[src/rtl/handshake_fixp_pkg.sv]
// handshake_fixp_pkg: fixed-point saturation bounds, rounding bias and Q-format conversion helpers.
package handshake_fixp_pkg;
  function automatic longint sat_max(input int w);
    return (longint'(1) <<< (w - 1)) - 1;
  endfunction
  function automatic longint sat_min(input int w);
    return -(longint'(1) <<< (w - 1));
  endfunction
  function automatic longint round_bias(input int frac);
    return longint'(1) <<< (frac - 1);
  endfunction
  // Converts the ratio num/den to a Q-format integer with frac fractional bits.
  function automatic longint to_q(input int num, input int den, input int frac);
    return (longint'(num) <<< frac) / den;
  endfunction
endpackage

[src/rtl/handshake_join_2.sv]
// handshake_join_2: two-input valid/ready join; both tokens are consumed together or not at all.
module handshake_join_2 (
  input  logic a_valid_i,
  input  logic b_valid_i,
  input  logic ready_i,
  output logic a_ready_o,
  output logic b_ready_o,
  output logic fire_o
);
  assign a_ready_o = b_valid_i & ready_i;
  assign b_ready_o = a_valid_i & ready_i;
  assign fire_o    = a_valid_i & b_valid_i & ready_i;
endmodule

[src/rtl/handshake_muli_fixp_sat.sv]
// handshake_muli_fixp_sat: elastic three-stage signed fixed-point multiplier with optional rounding and saturation.
module handshake_muli_fixp_sat import handshake_fixp_pkg::*; #(
  parameter int DATA_WIDTH = 15,
  parameter int FRAC_BITS  = 13,
  parameter int ROUND      = 1
) (
  input  logic                  clk,
  input  logic                  rst,
  input  logic [DATA_WIDTH-1:0] lhs,
  input  logic                  lhs_valid,
  output logic                  lhs_ready,
  input  logic [DATA_WIDTH-1:0] rhs,
  input  logic                  rhs_valid,
  output logic                  rhs_ready,
  output logic [DATA_WIDTH-1:0] result,
  output logic                  result_valid,
  input  logic                  result_ready
);
  localparam int PW = 2 * DATA_WIDTH;
  localparam int RW = PW + 1;
  localparam logic signed [RW-1:0] SMAX = RW'(sat_max(DATA_WIDTH));
  localparam logic signed [RW-1:0] SMIN = RW'(sat_min(DATA_WIDTH));
  localparam logic signed [RW-1:0] BIAS = (ROUND != 0) ? RW'(round_bias(FRAC_BITS)) : '0;
  logic in_ready, fire, adv1, adv2, adv3;
  logic v1_q, v1_d, v2_q, v2_d, v3_q, v3_d;
  logic signed [DATA_WIDTH-1:0] a_q, a_d, b_q, b_d, res_q, res_d;
  logic signed [PW-1:0] p_q, p_d;
  logic signed [RW-1:0] r, s;
  handshake_join_2 u_join (
    .a_valid_i (lhs_valid),
    .b_valid_i (rhs_valid),
    .ready_i   (in_ready),
    .a_ready_o (lhs_ready),
    .b_ready_o (rhs_ready),
    .fire_o    (fire)
  );
  // A stage advances when it holds a token and the next stage is empty or draining.
  assign adv3     = v3_q & result_ready;
  assign adv2     = v2_q & (~v3_q | adv3);
  assign adv1     = v1_q & (~v2_q | adv2);
  assign in_ready = ~v1_q | adv1;
  always_comb begin
    r     = {p_q[PW-1], p_q} + BIAS;
    s     = r >>> FRAC_BITS;
    v1_d  = fire | (v1_q & ~adv1);
    a_d   = fire ? lhs : a_q;
    b_d   = fire ? rhs : b_q;
    v2_d  = adv1 | (v2_q & ~adv2);
    p_d   = adv1 ? a_q * b_q : p_q;
    v3_d  = adv2 | (v3_q & ~adv3);
    res_d = !adv2 ? res_q : (s > SMAX) ? SMAX[DATA_WIDTH-1:0] : (s < SMIN) ? SMIN[DATA_WIDTH-1:0] : s[DATA_WIDTH-1:0];
  end
  always_ff @(posedge clk or negedge rst) begin
    if (!rst) begin
      v1_q  <= 1'b0;
      v2_q  <= 1'b0;
      v3_q  <= 1'b0;
      a_q   <= '0;
      b_q   <= '0;
      p_q   <= '0;
      res_q <= '0;
    end else begin
      v1_q  <= v1_d;
      v2_q  <= v2_d;
      v3_q  <= v3_d;
      a_q   <= a_d;
      b_q   <= b_d;
      p_q   <= p_d;
      res_q <= res_d;
    end
  end
  assign result       = res_q;
  assign result_valid = v3_q;
endmodule

[config.mk]
export PLATFORM = sky130hd
export DESIGN_NAME = handshake_muli_fixp_sat
export DESIGN_NICKNAME = d
export VERILOG_FILES = /design/src/rtl/handshake_fixp_pkg.sv /design/src/rtl/handshake_join_2.sv /design/src/rtl/handshake_muli_fixp_sat.sv
export SDC_FILE = /design/constraint.sdc
export NUM_CORES = 1
export LEC_CHECK = 0
export ABC_AREA = 1
export BUFFER_PORTS_ARGS = -buffer_cell sky130_fd_sc_hd__buf_2
export CORE_MARGIN = 2
export CORE_UTILIZATION = 65
export CTS_BUF_LIST = sky130_fd_sc_hd__clkbuf_8
export DETAILED_ROUTE_END_ITERATION = 6
export PLACE_DENSITY_LB_ADDON = 0.2
export SETUP_SLACK_MARGIN = 0.02
export SLEW_MARGIN = 30
export SYNTH_ARGS = -nofsm -noshare
export SYNTH_HDL_FRONTEND = slang
export SYNTH_SLANG_ARGS = --single-unit
[constraint.sdc]
create_clock -name clk -period 7.51 [get_ports clk]
set_clock_uncertainty 0.15 [all_clocks]
set_input_delay 1.502 -clock clk [delete_from_list [all_inputs] [get_ports clk]]
set_output_delay 1.502 -clock clk [all_outputs]
set_load 0.05 [all_outputs]
=== Word level (Yosys, flattened, before mapping) ===
Index checks and enable logic that the tools add are counted.

* Memory bits (writable): 0
* Output and inout port bits: 18
* ROM bits: 0
* Input port bits: 35
* Logic and storage cells: 35
* Memories: 0
* Flip-flop bits (word level): 78
* Latch bits: 0

* Div/mod/pow operators: 0
* Shifts and indexed selects: 0
* Equality and inequality tests: 0
* Multiply operators: 1
* Add/subtract/negate cells: 1
* Multiplexer cells: 2
* Magnitude comparators: 2
* Reduce and logical (&&, ||, !) cells: 0
* Bitwise operators: 22

{| class="wikitable"
|+ Operators by type and width
! kind !! number
|-
| 30-bit by 14-bit adder with 31-bit output (second input constant) || 1
|-
| 15-bit by 15-bit multiplier with 30-bit output || 1
|-
| 15-bit two-way mux || 2
|-
| 18-bit by 15-bit greater-than comparator with 1-bit output (second input constant) || 1
|-
| 18-bit by 15-bit less-than comparator with 1-bit output (second input constant) || 1
|-
| 1-bit bitwise AND || 10
|-
| 1-bit inverter || 6
|-
| 1-bit bitwise OR || 6
|}

=== Depth between registers and ports, before layout ===
Gate-level depths: netlist of the first run.

* Depth after elaboration: 8
* Mapped depth: 28
* Mapped depth without buffers: 27

=== Hierarchy ===
From an unflattened synthesis of the first run, not the netlist that was laid out.

* Cells, all modules: 1630
* Area total of the unflattened synthesis: 12231.7 um^2

{| class="wikitable"
|+ Modules (own cells, without submodules)
! module !! sequential area each (um^2) !! area each (um^2) !! times used !! cells each
|-
| handshake_muli_fixp_sat || 1651.6 || 12206.7 || 1 || 1624
|-
| handshake_join_2 || 0.0 || 25.0 || 1 || 6
|}

=== Worst setup path after synthesis of the first run ===
OpenSTA, ideal clock, no wires.

* Kind: register to register
* From: register a_q[14]
* To: register p_q[29]
* Cell stages (with the launch flop): 22
* Path slack: 1.778 ns
* Data arrival time: 5.463 ns
* Library setup time: 0.119 ns
* Clock period less this slack: 5.732 ns
* Path buffers: 1
* Data required time: 7.241 ns
* Cell sequence: dfrtp_1 > clkbuf_1 > nand2_1 > inv_1 > fa_1 > fa_1 > inv_1 > fa_1 > fa_1 > fa_1 > inv_1 > fa_1 > ha_1 > nand2_1 > nor2_1 > nand2_1 > nor3_1 > nand2_1 > nand3_1 > nand2_1 > nand3_1 > nand2_1

* Longest elaborated chain between the ends: 1

{| class="wikitable"
|+ Ends and longest elaborated chain
! element !! line !! text
|-
| start, declared || handshake_muli_fixp_sat.sv:26 || <nowiki>logic signed [DATA_WIDTH-1:0] a_q, a_d, b_q, b_d, res_q, res_d;</nowiki>
|-
| start signal, assigned || handshake_muli_fixp_sat.sv:58 || <nowiki>a_q <= '0;</nowiki>
|-
| start signal, assigned || handshake_muli_fixp_sat.sv:66 || <nowiki>a_q <= a_d;</nowiki>
|-
| 15-bit by 15-bit multiplier with 30-bit output || handshake_muli_fixp_sat.sv:49 || <nowiki>p_d = adv1 ? a_q * b_q : p_q;</nowiki>
|-
| end signal, assigned || handshake_muli_fixp_sat.sv:68 || <nowiki>p_q <= p_d;</nowiki>
|-
| end, declared || handshake_muli_fixp_sat.sv:27 || <nowiki>logic signed [PW-1:0] p_q, p_d;</nowiki>
|}

No other way between the ends.
A chain may end at the register's enable or synchronous reset.

=== Final worst setup path of the first run ===
* From: register b_q[1]
* To: register p_q[29]

* Longest elaborated chain between the ends: 1

{| class="wikitable"
|+ Ends and longest elaborated chain
! element !! line !! text
|-
| start, declared || handshake_muli_fixp_sat.sv:26 ||
|-
| start signal, assigned || handshake_muli_fixp_sat.sv:59 || <nowiki>b_q <= '0;</nowiki>
|-
| start signal, assigned || handshake_muli_fixp_sat.sv:67 || <nowiki>b_q <= b_d;</nowiki>
|-
| 15-bit by 15-bit multiplier with 30-bit output || handshake_muli_fixp_sat.sv:49 ||
|}

No other way between the ends.

==> results of run 1 <==
-- through the flow --
step	worst slack, ns	util	hold slack (ns)
5_1_grt	0.851	0.694	0.348
4_1_cts	1.23	0.693	0.334
3_3_place_gp	1.35	0.684	0.306
6_report	1.22	0.694	0.327
2_1_floorplan	1.78	-	0.298
3_5_place_dp	1.25	0.684	0.311
-- worst max path at each step --
stage,endpoint,cells after the start
after CTS,p_q[29],21
after global placement,p_q[29],21
after global routing,p_q[25],20
final,p_q[29],21
after detailed placement,p_q[29],21
after floorplan,p_q[29],21
-- critical path: stages, from the launching register on --
cell and delay (ns):
dfrtp_1 0.70, nand2_1 0.19, inv_1 0.12, fa_1 0.56, fa_1 0.83, inv_1 0.15, fa_1 0.52, fa_1 0.60
fa_1 0.44, fa_1 0.49, inv_1 0.04, ha_1 0.33, a21oi_1 0.29, nand2_1 0.14, inv_1 0.07, nand2_1 0.09
nand2_1 0.09, nand2_1 0.05, a21oi_1 0.13, nand2_1 0.07, nand3_1 0.06, nand2_1 0.06
-- flip-flops by register name, summed over array words and instances, names as in the netlist --
| signal | cells |
|---|---|
| result | 15 |
| v1_q | 1 |
| p_q | 18 |
| result_valid | 1 |
| a_q | 15 |
| b_q | 15 |
| v2_q | 1 |
-- logic make-up (layout without fill, tap and decap cells) --
family / after synthesis / count (layout) / share of synthesized area
AO/OA/AOI/OAI: 47 / 47 / 0.0211
XOR/XNOR: 20 / 20 / 0.0142
adder cells (fa/ha/maj): 300 / 300 / 0.439
buffers and inverters: 467 / 502 / 0.144
flip-flops: 66 / 66 / 0.134
multiplexers: 29 / 29 / 0.0265
other: 0 / 2 / 0
AND/OR/NAND/NOR: 675 / 675 / 0.221
-- layout make-up --
| type | instances | area (sq um) |
|---|---|---|
| inverters | 428 | 1610 |
| clock inverters | 7 | 45.0 |
| diodes | 2 | 5.00 |
| fillers | 1579 | 5710 |
| multi-input cells | 1071 | 8900 |
| clock buffers | 9 | 124 |
| repair buffers | 58 | 309 |
| flip-flops and latches | 66 | 1650 |
| well taps | 234 | 293 |
-- placed cells by master (no fill, tap or decap), drive strengths merged, types with 8 or more instances in the layout --
| cell | synthesis | routed |
|---|---|---|
| inv | 426 | 428 |
| mux2 | 29 | 29 |
| o21ai | 13 | 13 |
| nand2 | 530 | 530 |
| buf | 8 | 58 |
| nor2 | 70 | 70 |
| dfrtp | 66 | 66 |
| xor2 | 13 | 13 |
| a21oi | 24 | 24 |
| or2 | 8 | 8 |
| nand3 | 49 | 49 |
| clkbuf | 31 | 9 |
| fa | 221 | 221 |
| ha | 79 | 79 |
-- per-layer routing --
| layer | routed length [um] | vias up |
|---|---|---|
| met5 | 0 | - |
| met4 | 904 | 0 |
| met3 | 1950 | 57 |
| met2 | 14200 | 376 |
| met1 | 11800 | 4690 |
| li1 | - | 4663 |
==> results.py, run 1 <==
metrics = {
    "outcome": {
        "status": "finished clean",
    },
    "synth": {
        "synth_top_area_frac": 0.359,
        "async_flop_share": 1.00,
        "synthTopCellsByArea": "fa_1 36%, nand2_1 16%, dfrtp_1 13%, inv_1 13%, ha_1 8.0%",
        "synth_edf_count": 0,
        "synth_cell_types": 35,
        "synthFlopType": "dfrtp_1",
        "synthMostInstantiatedCell": "nand2_1",
        "synth_seq_cells": 66,
        "avgSynthCellArea_sq_um": 7.69,
        "synth_area_sq_um": 12300,
        "synth_common_cells": "513 x nand2_1, 423 x inv_1, 221 x fa_1",
        "synth_nets": 1939,
        "ys_warn_count": 0,
        "synthCells": 1604,
        "seq_area_frac_synth": 0.134,
        "synth.largest_area_cell": "fa_1",
    },
    "setup_path": {
        "critPathArrivalTime_ns": 6.43,
        "start_kind": "flip-flop",
        "r2r_end": "p_q[29]",
        "ff2ff_path_depth": 21,
        "regToRegStartpoint": "b_q[1]",
        "criticalPathCategory": "flip-flop to flip-flop",
        "cp-end-kind": "flip-flop",
        "worst-r2r-setup-slack_ns": 1.22,
        "cp-startpoint": "b_q[1]",
        "crit_required_ns": 7.65,
        "path_max_fanout": 15,
    },
    "clock_tree": {
        "root_buffer": "clkbuf_8",
        "clkTransAtPathRegs_ns": 0.10,
        "h-tree-depth": 3,
        "cts_tree": "built",
        "cts_buffers": 9,
        "cts.sinks": 66,
        "cts-resized-gates": 0,
        "clk-insertion-delay-late_ns": 0.39,
        "post_cts_buffers": 0,
        "cts_hold_buf": 0,
        "clockBufferDepth": 2,
    },
    "hold_path": {
        "hold_end": "result[7]",
        "hp-start": "result[7]",
        "hold_depth": 2,
        "holdCritPathClass": "flip-flop to flip-flop",
    },
    "global_route": {
        "met1_usage": 0.401,
        "grt_pass1_vias": 10200,
        "track_usage": 0.313,
        "grt_util_met2": 0.540,
        "use_met3": 0.0567,
        "grt-busiest-layer": "met2",
        "antenna_found_initial": 2,
        "overflow": 0,
        "grt_pass1_wl_um": 48700,
        "grt_max_degree": 67,
    },
    "flow_run": {
        "maxCapViolCount": 0,
    },
    "timing": {
        "rsz0062_at_grt": "false",
        "slew_headroom": 0.490,
        "finalCritPeriodShare": 0.838,
        "drv_slew": 0,
        "setup-tns-final_ns": 0,
        "finalSetupViolCount": 0,
        "tightest_slew_ns": 0.765,
        "min_period_ns": 6.29,
        "hold_violations": 0,
        "clock.fmax_mhz": 159,
    },
    "placed_design": {
        "placed_area_sq_um": 12800,
        "io_buffers": 52,
        "dp.cells": 1857,
        "dp_hpwl_um": 23400,
        "gp_congestion": 0.938,
    },
    "drt": {
        "vias": 9786,
        "drcViolationCount": 0,
        "avgViaCountPerCell": 5.22,
        "wl_per_cell_um": 15.4,
        "drt_iter0_markers": 637,
        "antenna_left": 0,
        "drtPass1Iterations": 6,
        "routed_wl_um": 28800,
    },
    "layout": {
        "fin_area_sq_um": 12900,
        "final_cells": 1875,
        "drive_above_1_share": 0.0714,
        "nNetsFinal": 1969,
        "syn2layout_area_growth_pct": 4.87,
    },
    "floorplan": {
        "num_rows": 50,
        "core_sq_um": 18600,
        "pin_count": 53,
        "die_y_um": 142,
        "dieArea_sq_um": 20100,
        "chipWidth_um": 142,
        "start_util": 0.661,
    },
}
Power of run 1 is not shown: default switching activity piles up to over one toggle a cycle in this logic, so the estimate is an artifact.
==> run 2, diff against run 1 <==
- ABC_AREA: 1 -> 0
- CORE_UTILIZATION: 65 -> 59
- clock period: 7.51 -> 5.1 ns (I/O delays scaled with it)
==> results.py, run 2 <==
metrics = {
    "setup_path": {
        "crit_chain": "buf_12 -> buf_8 -> and2_4 -> fa_1 -> fa_1 -> fa_1 -> fa_1 -> fa_1 -> inv_1 -> fa_1 -> inv_2 -> ha_4 -> and2_4 -> a221oi_4 -> o221a_2 -> a2bb2oi_2 -> o311a_4 -> buf_6 -> o21bai_4 -> xor2_1 -> mux2_4",
        "ff2ff_path_depth": 21,
        "cp_common_cell": "fa_1",
        "r2r_end": "p_q[25]",
        "start_kind": "flip-flop",
        "criticalPathCategory": "flip-flop to flip-flop",
        "crit_required_ns": 5.20,
        "cp_slowest_cell": "fa_1",
        "worst-r2r-setup-slack_ns": -0.96,
        "critPathArrivalTime_ns": 6.15,
        "cp-end-kind": "flip-flop",
        "regToRegStartpoint": "a_q[3]",
        "cp_top_family": "adder cells",
        "timing.critical_path.slowest_cell_delay_ns": 0.56,
        "worst-path-buf-inv": 5,
        "path_max_fanout": 6,
    },
    "global_route": {
        "grt-busiest-layer": "met2",
        "track_usage": 0.271,
        "antenna_found_initial": 0,
        "grt_max_degree": 41,
        "met1_usage": 0.339,
        "grt_pass1_wl_um": 42400,
        "use_met3": 0.0311,
        "grt_pass1_vias": 8776,
        "overflow": 0,
        "grt_util_met2": 0.488,
    },
    "clock_tree": {
        "clk-insertion-delay-late_ns": 0.36,
        "cts_tree": "built",
        "cts.sinks": 66,
        "clkTransAtPathRegs_ns": 0.08,
        "clockBufferDepth": 2,
        "root_buffer": "clkbuf_8",
        "h-tree-depth": 3,
        "cts_buffers": 9,
    },
    "timing": {
        "slew_headroom": 0.566,
        "finalCritPeriodShare": 1.19,
        "min_period_ns": 6.06,
        "hold_violations": 0,
        "clock.fmax_mhz": 165,
        "drv_slew": 0,
        "finalSetupViolCount": 18,
        "worst_slack_ns": -0.957,
        "tightest_slew_ns": 0.650,
        "rsz0062_at_grt": "true",
    },
    "layout": {
        "fillCellCount": 1297,
        "largest_reg_flops": 18,
        "layout_commonest_cell": "inv_1",
        "max_flop_register": "p_q",
        "mostFrequentLayoutCells": "225 x inv_1, 214 x fa_1, 134 x nand2_1, 134 x buf_4, 95 x and2_1",
        "drive_above_1_share": 0.262,
        "regArea_sq_um": 1670,
        "multiInputGateArea_sq_um": 8580,
        "nNetsFinal": 1617,
        "syn2layout_area_growth_pct": 20.4,
        "antenna_cells": 0,
    },
    "drt": {
        "drcViolationCount": 0,
        "wl_per_cell_um": 16.5,
        "avgViaCountPerCell": 5.38,
        "antenna_left": 0,
        "drtPass1Iterations": 5,
        "vias": 8151,
        "routed_wl_um": 25000,
        "drt_iter0_markers": 507,
    },
    "synth": {
        "synth_area_sq_um": 10900,
        "synthMostInstantiatedCell": "inv_1",
        "ys_warn_count": 0,
        "synth_edf_count": 0,
        "seq_area_frac_synth": 0.151,
        "synth_seq_cells": 66,
        "avgSynthCellArea_sq_um": 9.86,
        "synth.largest_area_cell": "fa_1",
        "synth_top_area_frac": 0.404,
        "synth_cell_types": 52,
        "async_flop_share": 1.00,
        "synth_common_cells": "235 x inv_1, 221 x fa_1, 139 x nand2_1",
        "synthFlopType": "dfrtp_1",
        "synthCells": 1109,
        "synthTopCellsByArea": "fa_1 40%, dfrtp_1 15%, ha_1 9.0%, inv_1 8.1%, and2_1 6.1%",
        "synth_nets": 1444,
    },
    "hold_path": {
        "hold_depth": 1,
        "holdCritPathClass": "flip-flop to flip-flop",
        "hold_end": "result[12]",
        "hp-start": "result[12]",
    },
    "placed_design": {
        "gp_congestion": 0.907,
        "io_buffers": 52,
        "dp_hpwl_um": 20700,
        "preCtsSetupSlack_ns": -1.04,
    },
    "floorplan": {
        "die_y_um": 140,
        "pin_count": 53,
        "start_util": 0.605,
        "core_sq_um": 18100,
        "num_rows": 49,
        "chipWidth_um": 140,
        "dieArea_sq_um": 19600,
    },
    "outcome": {
        "status": "finished, violations left",
        "violations": "negative setup slack",
    },
    "flow_run": {
        "maxCapViolCount": 0,
    },
}
[run 2: changes by cell type after synthesis, moves of 20 or more]
cell / before / now
and2_1: 2 / 107
inv_1: 423 / 235
mux2_1: 20 / 0
mux2_2: 9 / 30
nand2_1: 513 / 139
nand3_1: 49 / 11
nor2_1: 63 / 29
[run 2: worst max-delay path by stage]
stage	startpoint	end	slack (ns)	depth (start not counted)
CTS	a_q[3]	p_q[25]	-0.98	22
global placement	a_q[10]	p_q[27]	-0.94	21
detailed placement	a_q[6]	p_q[27]	-1.04	23
global route	a_q[3]	p_q[25]	-1.14	21
floorplan	a_q[14]	p_q[29]	-0.79	20
finish	a_q[3]	p_q[25]	-0.96	21
[run 2: area by class of cell]
cell class              count  share of cell area
clock inverters             7             0.00836
clock buffers               9             0.00940
repair buffers            203               0.115
well taps                 229              0.0218
multi-input cells         767               0.652
inverters                 235              0.0670
flip-flops and latches     66               0.127
[run 2: cells by family after synthesis]
| logic type | Yosys count | share of synthesized area |
|---|---|---|
| adders and majority gates | 300 | 0.495 |
| and+or+nand+nor | 319 | 0.144 |
| muxes | 31 | 0.0318 |
| DFF | 66 | 0.151 |
| xor gates and xnor gates | 33 | 0.0264 |
| AOI/OAI and AO/OA | 84 | 0.0566 |
| buffers and inverters | 276 | 0.0951 |
[run 2: metrics by stage]
stage	hold slack [ns]	util	cells	setup TNS, ns	cell area (sq um)
after global routing	0.377	0.728	1516	-15.89	13200
after detailed placement	0.342	0.694	1481	-13.77	12500
after CTS	0.361	0.722	1511	-12.47	13100
after floorplan	0.326	-	1109	-7.15	11200
final	0.354	0.728	1516	-12.55	13200
after global placement	0.335	0.691	1478	-11.93	12500
[run 2: metal layers]
metal	part of all wire	up-vias	wire length [um]
li1	-	3704	-
met5	0	-	0
met3	0.030	58	753
met1	0.38	4231	9630
met4	0.034	0	844
met2	0.55	158	13800
[run 2: timing repair]
action	CTS	global route
pin swaps	38	22
hold buffers	0	0
gates resized for setup	45	25
setup buffers	16	6
setup endpoints to repair	18	18
Power of run 2 is left out for the same reason.
